`config.mk`:
```
export PLATFORM = sky130hd
export DESIGN_NAME = serial_subtractor
export DESIGN_NICKNAME = d
export VERILOG_FILES = /design/src/rtl/sub_pkg.sv /design/src/rtl/full_subtractor.sv /design/src/rtl/serial_subtractor.sv
export SDC_FILE = /design/constraint.sdc
export NUM_CORES = 1
export LEC_CHECK = 0
export CORE_MARGIN = 2
export CORE_UTILIZATION = 51
export CTS_CLUSTER_SIZE = 16
export DETAILED_ROUTE_END_ITERATION = 16
export GPL_TIMING_DRIVEN = 0
export PLACE_DENSITY = 0.78
export SLEW_MARGIN = 0
export SYNTH_ARGS = -nofsm -noshare
export SYNTH_HDL_FRONTEND = slang
export SYNTH_SLANG_ARGS = --single-unit
```
`constraint.sdc`:
```
create_clock -name clk -period 1.7 [get_ports clk]
set_input_delay 0.17 -clock clk [delete_from_list [all_inputs] [get_ports clk]]
set_output_delay 0.17 -clock clk [all_outputs]
set_load 0.005 [all_outputs]
```
`src/rtl/sub_pkg.sv`:
```
// Shared definitions for the bit-serial subtractor: FSM state encoding and
// the constant function used to size the bit counter.
package sub_pkg;

    localparam logic [1:0] S_IDLE  = 2'd0;
    localparam logic [1:0] S_SHIFT = 2'd1;
    localparam logic [1:0] S_DONE  = 2'd2;

    // Ceiling log2; callers guarantee value >= 2 so the result is at least 1.
    function automatic int clog2(input int value);
        int result;
        result = 0;
        for (int v = value - 1; v > 0; v = v >> 1) begin
            result++;
        end
        return result;
    endfunction

endpackage

```
`src/rtl/full_subtractor.sv`:
```
// One-bit full-subtractor cell: d = a - b - bin, bout is the borrow out.
module full_subtractor (
    input  logic a,
    input  logic b,
    input  logic bin,
    output logic d,
    output logic bout
);

    assign d    = a ^ b ^ bin;
    assign bout = (~a & b) | (~(a ^ b) & bin);

endmodule

```
`src/rtl/serial_subtractor.sv`:
```
// Bit-serial WIDTH-bit subtractor computing a - b - borrow_in, LSB first,
// one bit per clock through a single full-subtractor cell.
module serial_subtractor
    import sub_pkg::*;
#(
    parameter int WIDTH = 8
) (
    input  logic             clk,
    input  logic             rst_n,
    input  logic             start,
    input  logic [WIDTH-1:0] a,
    input  logic [WIDTH-1:0] b,
    input  logic             borrow_in,
    output logic             busy,
    output logic             done,
    output logic [WIDTH-1:0] diff,
    output logic             borrow_out,
    output logic             zero
);

    localparam int                CNT_W    = clog2(WIDTH);
    localparam logic [CNT_W-1:0]  CNT_LAST = CNT_W'(WIDTH - 1);

    logic [1:0]       state_q, state_d;
    logic [CNT_W-1:0] cnt_q, cnt_d;
    logic [WIDTH-1:0] a_q, a_d;
    logic [WIDTH-1:0] b_q, b_d;
    logic [WIDTH-1:0] res_q, res_d;
    logic             br_q, br_d;
    logic [WIDTH-1:0] diff_q, diff_d;
    logic             borrow_out_q, borrow_out_d;
    logic             zero_q, zero_d;

    logic cell_d;
    logic cell_bout;

    full_subtractor u_cell (
        .a    (a_q[0]),
        .b    (b_q[0]),
        .bin  (br_q),
        .d    (cell_d),
        .bout (cell_bout)
    );

    always_comb begin
        // NOTE: every _d starts as its _q so no path through the case leaves a
        // variable unassigned, which would otherwise infer a latch.
        state_d      = state_q;
        cnt_d        = cnt_q;
        a_d          = a_q;
        b_d          = b_q;
        res_d        = res_q;
        br_d         = br_q;
        diff_d       = diff_q;
        borrow_out_d = borrow_out_q;
        zero_d       = zero_q;

        case (state_q)
            S_IDLE: begin
                if (start) begin
                    a_d     = a;
                    b_d     = b;
                    br_d    = borrow_in;
                    cnt_d   = '0;
                    state_d = S_SHIFT;
                end
            end
            S_SHIFT: begin
                a_d   = a_q >> 1;
                b_d   = b_q >> 1;
                res_d = {cell_d, res_q[WIDTH-1:1]};
                br_d  = cell_bout;
                if (cnt_q == CNT_LAST) begin
                    // Last bit: publish the completed result including this bit.
                    diff_d       = res_d;
                    borrow_out_d = cell_bout;
                    zero_d       = (res_d == '0);
                    state_d      = S_DONE;
                end else begin
                    cnt_d = cnt_q + CNT_W'(1);
                end
            end
            S_DONE: begin
                state_d = S_IDLE;
            end
            default: begin
                state_d = S_IDLE;
            end
        endcase
    end

    // NOTE: sequential state uses non-blocking assignments so every flop
    // samples its _d from before the edge, independent of statement order.
    always_ff @(posedge clk or negedge rst_n) begin
        if (!rst_n) begin
            state_q      <= S_IDLE;
            cnt_q        <= '0;
            a_q          <= '0;
            b_q          <= '0;
            res_q        <= '0;
            br_q         <= 1'b0;
            diff_q       <= '0;
            borrow_out_q <= 1'b0;
            zero_q       <= 1'b0;
        end else begin
            state_q      <= state_d;
            cnt_q        <= cnt_d;
            a_q          <= a_d;
            b_q          <= b_d;
            res_q        <= res_d;
            br_q         <= br_d;
            diff_q       <= diff_d;
            borrow_out_q <= borrow_out_d;
            zero_q       <= zero_d;
        end
    end

    assign busy       = (state_q == S_SHIFT);
    assign done       = (state_q == S_DONE);
    assign diff       = diff_q;
    assign borrow_out = borrow_out_q;
    assign zero       = zero_q;

endmodule

```
==> results of run 1 <==
## repair_timing
item                                   CTS  global route
resized for setup                        5             0
setup endpoints to repair                2             0
endpoints found under the hold margin   39             0
hold buffers                             1             0
setup buffers                            2             0
## layout make-up
cell class / count / area [um^2] / share of cell area
Sequential cell: 39 / 977 / 0.440
Multi-Input combinational cell: 91 / 713 / 0.321
Timing Repair Buffer: 34 / 328 / 0.148
Buffer: 7 / 77.6 / 0.0350
Tap cell: 46 / 57.6 / 0.0259
Clock buffer: 7 / 45.0 / 0.0203
Inverter: 4 / 15.0 / 0.00677
Clock inverter: 1 / 5.00 / 0.00226
## cells in the final DEF, fill, tap and decap left out, drive strengths merged
cell	count
o21bai	1
inv	4
clkinv	1
clkdlybuf4s50	28
a22o	5
mux2	16
nor2	1
a21oi	3
clkbuf	8
buf	9
fa	1
nor2b	3
dfrtp	39
nand2	20
ha	2
nor4	2
dlygate4sd2	2
dlygate4sd3	1
nand3b	1
and2b	2
o21ai	19
mux2i	15
## Yosys cell counts (2+ instances only)
cell type  number  share of area
ha_1            2          0.014
inv_1           4         0.0084
mux2i_1        15          0.084
mux2_4          4          0.033
nor2b_1         2         0.0070
a21oi_1         3         0.0084
a22o_2          3          0.017
buf_12          2          0.022
o21ai_1        15          0.042
nor4_1          2         0.0070
dfrtp_1        39           0.54
o21ai_0         4          0.011
buf_6           3          0.019
mux2_2         12          0.075
a22o_1          2         0.0098
nand2_1        20          0.042
buf_2           2         0.0056
## state kept, by name, indices dropped and copies added (netlist names)
signal / count
a_q: 8
b_q: 8
borrow_out: 1
br_q: 1
cnt_q: 3
diff: 8
res_q: 7
state_q: 2
zero: 1
## how the worst max path moves through the flow
stage / from / endpoint / cells past startpoint
floorplan: cnt_q[0] / diff[3] / 5
global placement: rst_n / b_q[7] / 1
detailed placement: cnt_q[0] / diff[4] / 5
CTS: cnt_q[0] / diff[4] / 5
global route: state_q[0] / done / 4
finish: cnt_q[0] / diff[4] / 5
## logic make-up after synthesis
kind of cell / Yosys count / synth area share
AO/OA/AOI/OAI: 28 / 0.0942
adder cells (fa/ha/maj): 3 / 0.0251
buffers and inverters: 12 / 0.0579
flip-flops: 39 / 0.544
multiplexers: 31 / 0.193
AND/OR/NAND/NOR: 29 / 0.0858
## per-layer routing
| layer | wire (um) | vias to the layer above | GRT usage |
|---|---|---|---|
| li1 | - | 574 | - |
| met1 | 1310 | 575 | 0.209 |
| met2 | 1610 | 30 | 0.305 |
| met3 | 149 | 5 | 0.0536 |
| met4 | 56 | 0 | 0.0652 |
| met5 | 0 | - | 0 |
## power by group through the flow
| stage | Clock (W) | Combinational (W) | Sequential (W) |
|---|---|---|---|
| after floorplan | 0 | 0.00126 | 0.00157 |
| after global placement | 0 | 0.00169 | 0.00160 |
| final | 0.000449 | 0.00174 | 0.00160 |
| after global routing | 0.000514 | 0.00191 | 0.00165 |
| after CTS | 0.000462 | 0.00177 | 0.00161 |
| after detailed placement | 0 | 0.00178 | 0.00163 |
## per-stage QoR
step | hold WS (ns) | total power, W
floorplan | -0.126 | 0.00283
global placement | 0.460 | 0.00329
detailed placement | 0.320 | 0.00341
CTS | 0.429 | 0.00384
global route | 0.434 | 0.00408
finish | 0.436 | 0.00379
## worst register-to-register path, cell delays in order (launching register included)
cell	delay [ns]
dfrtp_1	0.42
ha_1	0.21
ha_1	0.27
nand3b_4	0.14
buf_6	0.15
mux2_2	0.34
==> results.json, run 1 <==
{
  "powerDensity_nw_per_um2": 1710,
  "synth_cell_types": 25,
  "timing.final.ws_setup_ns": 0.0550,
  "hold_violations": 0,
  "fin_crit_sh": 0.968,
  "peakVddDrop_uv": 956,
  "clkTransAtPathRegs_ns": 0.11,
  "vias": 1184,
  "hold_path.class": "input port to flip-flop",
  "critical_path_class": "flip-flop to flip-flop",
  "place_hpwl_um": 2240,
  "cts_sinks": 39,
  "syn_avg_cell_area_um2": 12.6,
  "path_delay_family": "adder cells",
  "hp-start": "b[4]",
  "grt-ovfl-total": 0,
  "p_seq_frac": 0.422,
  "fmax_mhz": 608,
  "antenna_found_initial": 0,
  "worst-r2r-cell-count": 5,
  "setup_viol": 0,
  "rsz0062_at_grt": "no",
  "min_period_ns": 1.64,
  "clockBufferDepth": 2,
  "drive_gt1_frac": 0.219,
  "clockRootBuffer": "clkbuf_4",
  "synth_nets": 165,
  "rrSetupSlack_ns": 0.06,
  "utilization": 0.660,
  "start_kind": "flip-flop",
  "rr_endpoint": "diff[4]",
  "clock_latency_ns": 0.35,
  "async_reset_ff_frac": 1.00,
  "critPathCaptureType": "flip-flop",
  "via_per_inst": 5.17,
  "ys_ff_latch": 39,
  "place_area_um2": 2160,
  "crit_path_max_fanout": 10,
  "syn-cell-area_um2": 1790,
  "area_growth_pct": 23.7,
  "drc": 0,
  "maxCapViolations": 0,
  "hold-path-endpoint": "b_q[4]",
  "slew_violations": 0,
  "path_cells": "ha_1, ha_1, nand3b_4, buf_6, mux2_2",
  "synth_edf_count": 0,
  "p_sw_w": 0.00124,
  "cp.required_ns": 1.94,
  "critical-path-max-stage-delay_ns": 0.42,
  "power.share.combinational": 0.459,
  "switching_share": 0.327,
  "status": "completed",
  "tightest_slew_ns": 0.828,
  "initial_utilization": 0.533,
  "diodes": 0,
  "placedCellCount": 219,
  "power_frac_clock": 0.118,
  "grt_max_degree": 40,
  "final.fill_count": 291,
  "path_common_cell": "ha_1",
  "io_pins": 32,
  "cts_inserted_buffers": 5,
  "critPathArrivalTime_ns": 1.88,
  "core_um2": 3360,
  "intPower_w": 0.00256,
  "holdPathStages": 3,
  "ys.flop_type": "dfrtp_1",
  "cpMaxStageDelayCell": "dfrtp_1",
  "finClkSkew_ns": 0.00517,
  "htree_levels": 2,
  "slew_headroom": 0.448,
  "stdcell_count": 229,
  "nets": 205,
  "postRouteAntennaNets": 0,
  "path_buf_inv": 1,
  "gp_congestion": 0.751,
  "drt_wl_total_um": 3120,
  "grt_pass1_wl_um": 5390,
  "drtPass1Iterations": 4,
  "die-area_um2": 4010,
  "dieHeight_um": 63.3,
  "tns_ns": 0,
  "pre_cts_ws_ns": 0.0757,
  "r2r_start": "cnt_q[0]",
  "drtIter0Drc": 44,
  "yosysWarnings": 0,
  "p_leak_nw": 1.08,
  "rows": 21,
  "io_buffers": 31,
  "final_area_um2": 2220,
  "cts_tree": "done",
  "grtUsageTotal": 0.177,
  "die_w_um": 63.3,
  "avgRoutedWirePerCell_um": 13.6,
  "synth_cells": 142,
  "grt_pass1_vias": 1208,
  "synth-seq-area-share": 0.544
}
Note: power is estimated with default switching activity, not from simulation.
==> run 2, diff against run 1 <==
Settings changed: TNS_END_PERCENT set to 100.
==> results of run 2 <==
No change in the layout: final DEF, timing and power equal those of run 1.
